$ cat src/rtl/abs_diff_sad_acc.sv
// Streaming |a-b| accumulator: per-block sum of absolute differences, running maximum
// difference and beat count, with valid/ready on both the operand and the result side.
module abs_diff_sad_acc #(
    parameter int unsigned WIDTH = 4,
    parameter int unsigned LEN   = 8,
    parameter int unsigned ACC_W = 7,
    parameter bit          SAT   = 1'b1,
    parameter int unsigned CNT_W = 4
) (
    input  logic             clk,
    input  logic             rst_n,
    input  logic             in_valid,
    output logic             in_ready,
    input  logic [WIDTH-1:0] in_a,
    input  logic [WIDTH-1:0] in_b,
    input  logic             in_last,
    input  logic             signed_mode,
    output logic             out_valid,
    input  logic             out_ready,
    output logic [ACC_W-1:0] out_sad,
    output logic [WIDTH-1:0] out_max,
    output logic [CNT_W-1:0] out_cnt,
    output logic             out_ovf
);

    localparam int unsigned ExtW = WIDTH + 1;
    localparam int unsigned SumW = ACC_W + 1;

    typedef enum logic [1:0] {StIdle, StAcc, StDone} state_e;

    state_e             state_q, state_d;
    logic [ACC_W-1:0]   acc_q, acc_d;
    logic [WIDTH-1:0]   max_q, max_d;
    logic [CNT_W-1:0]   cnt_q, cnt_d;
    logic               ovf_q, ovf_d;
    logic               mode_q, mode_d;

    logic               accept;
    logic               first;
    logic               eff_mode;
    logic [ExtW-1:0]    ext_a, ext_b;
    logic [WIDTH-1:0]   diff;
    logic [SumW-1:0]    sum;
    logic [CNT_W-1:0]   cnt_next;
    logic               final_beat;

    assign out_valid = (state_q == StDone);
    assign in_ready  = !out_valid || out_ready;
    assign accept    = in_valid && in_ready;
    // Any beat not landing in ACC opens a new block (IDLE, or DONE while the result drains).
    assign first     = (state_q != StAcc);
    assign eff_mode  = first ? signed_mode : mode_q;

    always_comb begin
        ext_a = {eff_mode & in_a[WIDTH-1], in_a};
        ext_b = {eff_mode & in_b[WIDTH-1], in_b};
        diff  = '0;
        if ($signed(ext_a) >= $signed(ext_b)) begin
            diff = WIDTH'(ext_a - ext_b);
        end else begin
            diff = WIDTH'(ext_b - ext_a);
        end
    end

    assign sum        = {1'b0, acc_q} + SumW'(diff);
    assign cnt_next   = first ? CNT_W'(1) : cnt_q + CNT_W'(1);
    assign final_beat = in_last || (cnt_next == CNT_W'(LEN));

    always_comb begin
        state_d = state_q;
        acc_d   = acc_q;
        max_d   = max_q;
        cnt_d   = cnt_q;
        ovf_d   = ovf_q;
        mode_d  = mode_q;
        if (accept) begin
            cnt_d   = cnt_next;
            state_d = final_beat ? StDone : StAcc;
            if (first) begin
                mode_d = signed_mode;
                acc_d  = ACC_W'(diff);
                max_d  = diff;
                ovf_d  = 1'b0;
            end else begin
                max_d = (diff > max_q) ? diff : max_q;
                ovf_d = ovf_q | sum[ACC_W];
                if (SAT && sum[ACC_W]) begin
                    acc_d = '1;
                end else begin
                    acc_d = sum[ACC_W-1:0];
                end
            end
        end else if (out_valid && out_ready) begin
            state_d = StIdle;
        end
    end

    always_ff @(posedge clk or negedge rst_n) begin
        if (!rst_n) begin
            state_q <= StIdle;
            acc_q   <= '0;
            max_q   <= '0;
            cnt_q   <= '0;
            ovf_q   <= 1'b0;
            mode_q  <= 1'b0;
        end else begin
            state_q <= state_d;
            acc_q   <= acc_d;
            max_q   <= max_d;
            cnt_q   <= cnt_d;
            ovf_q   <= ovf_d;
            mode_q  <= mode_d;
        end
    end

    assign out_sad = acc_q;
    assign out_max = max_q;
    assign out_cnt = cnt_q;
    assign out_ovf = ovf_q;

endmodule

$ cat config.mk
export PLATFORM = sky130hd
export DESIGN_NAME = abs_diff_sad_acc
export DESIGN_NICKNAME = d
export VERILOG_FILES = /design/src/rtl/abs_diff_sad_acc.sv
export SDC_FILE = /design/constraint.sdc
export NUM_CORES = 1
export LEC_CHECK = 0
export CAP_MARGIN = 20
export CORE_MARGIN = 5
export CORE_UTILIZATION = 51
export DETAILED_ROUTE_END_ITERATION = 12
export PLACE_DENSITY = 0.79
export SLEW_MARGIN = 25
export SYNTH_ARGS = -nofsm -noshare
export SYNTH_HDL_FRONTEND = slang
export SYNTH_SLANG_ARGS = --single-unit
export TNS_END_PERCENT = 5
$ cat constraint.sdc
create_clock -name clk -period 4.21 [get_ports clk]
set_input_delay 0.842 -clock clk [delete_from_list [all_inputs] [get_ports clk]]
set_output_delay 0.842 -clock clk [all_outputs]
set_load 0.05 [all_outputs]
Yosys cells after proc, flatten, opt, wreduce, memory -nomap -nowiden --
Cells that the tools add are included. Widths: inputs -> output; s select.
Storage, ports and cells: bits in registers 19, input port bits 14, output and inout port bits 18, logic and storage cells 37
Cells by class: $add $sub $neg 4, order comparisons 2, equality and inequality tests 3, mux-type cells 11, bitwise operators 3, reductions and logical operators 8
Operator list (number):
- $mux 4 | 4
- $mux 7 | 2
- $add 7x4->8 | 1
- $sub 4x4->4 | 2
- $mux 2 | 3
- $ge 5x5->1 | 1
- $add 4x1->4 const B | 1
- $eq 4x4->1 const B | 1
- $gt 4x4->1 | 1
- $reduce_bool 2->1 | 2
- $and 1x1->1 | 2
- $eq 2x2->1 const B | 1
- $logic_and 1x1->1 | 2
- $logic_or 1x1->1 | 2
- $mux 1 | 2
- $ne 2x1->1 const B | 1
- $reduce_and 2->1 | 1
- $logic_not 1->1 | 1
- $or 1x1->1 | 1

Logic depth before layout (Yosys ltp) --
depth after elaboration 8, mapped depth 16

Worst setup path after synthesis --
OpenSTA, ideal clock, no wires.
path type input-to-reg, from input port in_a[2], to register max_q[0], in the netlist out_max[0], arrival time 3478 ps, required time 4085 ps, path slack 607 ps, cell stages on the path 15, path buffers 1, path through inv_1 > ha_1 > buf_2 > o21ai_0 > a21oi_1 > nor3_1 > o21ai_0 > nand2_2 > ha_1 > nor2b_1 > o21a_1 > o21a_1 > o21ai_0 > a21oi_1 > mux2_2
On the way: word-level cells in the longest chain between the ends 5
RTL lines:
- from (decl) | RTL line 14 | input logic [WIDTH-1:0] in_a,
- $ge 5x5->1 | RTL line 58 | if ($signed(ext_a) >= $signed(ext_b)) begin
- $mux 4 | RTL line 58
- via diff[1] | RTL line 42 | logic [WIDTH-1:0] diff;
- $gt 4x4->1 | RTL line 85 | max_d = (diff > max_q) ? diff : max_q;
- $reduce_bool 2->1 (no line)
- $reduce_and 2->1 (no line)
- to (signal assigned) | RTL line 109 | max_q <= max_d;
- to (decl) | RTL line 33 | logic [WIDTH-1:0] max_q, max_d;
The timed path passes the listed nets, and every way through them passes these cells. The select of a mux whose other input is x is not followed. A chain may end at the register's enable or synchronous reset.

Final worst setup path --
from input port in_a[0], to register max_q[0], in the netlist out_max[0]
On the way: word-level cells in the longest chain between the ends 5
RTL lines:
- $sub 4x4->4, or another cell as far along | RTL line 61 | diff = WIDTH'(ext_b - ext_a);
- $mux 4 * | RTL line 58
- via diff[1] | RTL line 42
- $gt 4x4->1 * | RTL line 85
- $reduce_bool 2->1 (no line) *
- $reduce_and 2->1 (no line) *
Mark *: on every way through the listed nets, which the timed path passes. The rest lies on a longest branch. The select of a mux whose other input is x is not followed.

==> out/metrics.yaml <==
cts_sinks: 19
grt_pass1_vias: 1499
wl_um: 3776
wl_met1_um: 1749
synth-adder-area-share_pct: 17.17
cts_buffer_depth: 2
post_synth_and_or_nand_nor_area_fraction_pct: 14.49
place_congestion: 0.8056
final_cell_count_no_fill: 257
synth_top_area_cell: "dfrtp_1"
post_dp_cell_area_sq_mm: 0.001979
synth_top_family_by_area: "compound AO/OA/AOI/OAI gates"
crit_fanout: 4
synth_edf_count: 0
cts_resized: 0
synth_top_area_share_pct: 29.92
top_layer: "met4"
post_cts.repair.setup_buffers: 0
clk_pin_slew_ns: 0.11
synthFlopType: "dfrtp_1"
root_buffer: "clkbuf_4"
dr.first_iter.drc_count: 109
insertion_delay_ns: 0.30
dieArea_sq_mm: 0.004332
syn-cell-area_sq_mm: 0.001589
first_pass_iters: 4
cellPowerDensity_mw_per_mm2: 477.7
switchingPower_mw: 0.4543
p_total_mw: 0.9557
share_comb_of_total_power_pct: 62.1
synthTopCellsByArea: "dfrtp_1 (30%), ha_1 (13%), inv_1 (5.0%)"
ys_seq_area_share_pct: 29.92
clock_skew_ns: 0.005010
ios: 32
dieHeight_um: 65.82
finish.utilization_pct: 66.07
n_antenna_cell: 0
relSlewSlack_pct: 58.07
holdBufCountCts: 0
power_leakage_nw: 0.9474
netlist_instances: 175
nNetsFinal: 248
htree_num_levels: 1
grt_overflow_total: 0
n_fill_cell: 266
wl_met2_um: 1825
post-route-drc-count: 0
final_area_sq_mm: 0.002001
sw_frac_of_total_pct: 47.53
fp.coreArea_sq_mm: 0.003028
dp_hpwl_um: 3034
synth_fp_nets: 209
layout-drive-gt1-share_pct: 10.80
slowest_stage: "clkdlybuf4s50_1"
power.internal_mw: 0.5014
track_usage_pct: 19.80
holdCritPathClass: "primary input to asynchronous set/reset pin"
maxCapViolCount: 0
period_minus_slack_ns: 3.991
yosysWarnings: 0
synth_xor_area_share_pct: 3.858
tightest_slew_ns: 0.6290
status: "finished clean"
period_share_pct: 94.81
grt_max_degree: 20
grt_setup_unrepaired: "no"
place_inst: 253
wire_per_inst_um: 14.69
antenna_left: 0
die_x_um: 65.82
critical_path_required_ns: 4.41
crit_type: "primary input to register"
synthMuxAreaShare_pct: 5.669
setup_tns_ns: 0
worst_setup_path_start_kind: "primary input"
vias: 1426
grt_pass1_wl_um: 6782
syn_area_per_cell_sq_um: 9.080
vdd_drop_max_v: 0.0003237
area_delta_synth_final_pct: 25.91
viasPerCell: 5.549
synth-seq-cells: 19
row_count: 20
initial_core_util_pct: 52.48
pwr-share-seq_pct: 28.2
arrival_ns: 4.19
cp-end-kind: "register"
dr_wl_met3_um: 170
setup_viol: 0
synth.distinct_cells: 44
antenna_found_initial: 0
p_clk_share_pct: 9.7
cts_made_buffers: 3
synth_compound_area_share_pct: 22.68
fmax_mhz: 250.5
max_stage_delay_ns: 0.48
path_cells: "clkdlybuf4s50_1, inv_1, ha_1, inv_1, fa_1, mux2_4, a22oi_2, nand2_2, ha_1, nor2b_1, o21a_1, o21a_1, o21ai_0, a21oi_1, mux2_2"
ys_async_sr_fraction_pct: 100.0
drv_slew: 0
tritoncts: "done"
port_buffers: 31
hold_viol_final: 0
[flip-flops by register name, summed over array words and instances (netlist names)]
signal	cells
out_max	4
out_cnt	4
mode_q	1
out_sad	7
state_q	2
out_ovf	1
[cells by family (layout without fill, tap and decap cells)]
group,Yosys count,after routing
compound gates,49,49
xor+xnor,7,7
fa+ha+maj,20,20
buf+inv,24,62
flops,19,19
mux,7,7
simple gates,49,49
[synth_stat cells, types with 2 or more instances]
library cell and n:
a21o_1 5, a21oi_1 10, a22o_1 2, a311oi_1 2, a31oi_1 3, and2b_1 2
dfrtp_1 19, fa_1 3, ha_1 17, inv_1 21, mux2_2 4, mux2_4 3
nand2_1 16, nand2b_1 2, nand3_1 5, nor2_1 13, nor2b_1 2, nor3_1 5
o21a_1 2, o21ai_0 9, o31ai_1 2, xnor2_1 2, xor2_1 5
[area by class of cell]
| class | count | area [sq um] | area share, % |
|---|---|---|---|
| inverter | 21 | 78.83 | 3.940 |
| clock buffer | 4 | 26.28 | 1.313 |
| timing repair buffer | 37 | 350.3 | 17.51 |
| sequential | 19 | 475.5 | 23.76 |
| multi-input combinational | 132 | 1015 | 50.72 |
| tap | 44 | 55.05 | 2.752 |
[cells in the final DEF, fill, tap and decap left out, drive strengths merged, types with 5 or more instances in the layout]
cell	netlist	layout
a21o	5	5
a21oi	10	10
buf	2	7
clkdlybuf4s50	0	30
dfrtp	19	19
ha	17	17
inv	21	21
mux2	7	7
nand2	17	17
nand3	5	5
nor2	13	13
nor3	5	5
o21ai	10	10
xor2	5	5
[through the flow]
| stage | hold slack, ns | setup WS (ns) |
|---|---|---|
| after global routing | 0.4904 | 0.02079 |
| after global placement | 0.4941 | 0.07702 |
| after detailed placement | 0.5135 | -0.1029 |
| final | 0.4718 | 0.2185 |
| after floorplan | 0.4823 | 0.6072 |
| after CTS | 0.5378 | 0.2321 |
[final timing paths]
check	start	endpoint	slack (ns)	cells after the start
setup reg to reg	state_q[1]$_DFFE_PN0P_	out_max[0]$_DFFE_PN0P_	0.86	12
min in group clk	mode_q$_DFFE_PN0P_	mode_q$_DFFE_PN0P_	0.53	1
hold / removal	rst_n	out_max[1]$_DFFE_PN0P_	0.47	1
setup / recovery	in_a[0]	out_max[0]$_DFFE_PN0P_	0.22	15
hold reg to reg	mode_q$_DFFE_PN0P_	mode_q$_DFFE_PN0P_	0.53	1
max in group asynchronous	rst_n	out_sad[6]$_DFFE_PN0P_	3.43	1
[critical path: cells and delay by family]
family / cells / cell delay [ns]
fa+ha+maj: 3 / 0.95
compound gates: 5 / 0.88
mux: 2 / 0.68
buf+inv: 3 / 0.60
simple gates: 2 / 0.24
[power by group through the flow]
stage	Clock, mW	Sequential [mW]	Combinational, mW
2_1_floorplan	0	0.397	0.287
3_3_place_gp	0	0.268	0.568
3_5_place_dp	0	0.272	0.594
4_1_cts	0.0978	0.269	0.596
5_1_grt	0.108	0.276	0.645
6_report	0.0929	0.269	0.594
[metal layers]
layer,vias to the layer above,GRT usage (%)
li1,702,-
met1,684,25.86
met2,35,33.67
met3,5,3.912
met4,0,4.404
met5,-,0
Note: power is estimated with default switching activity, not from simulation.
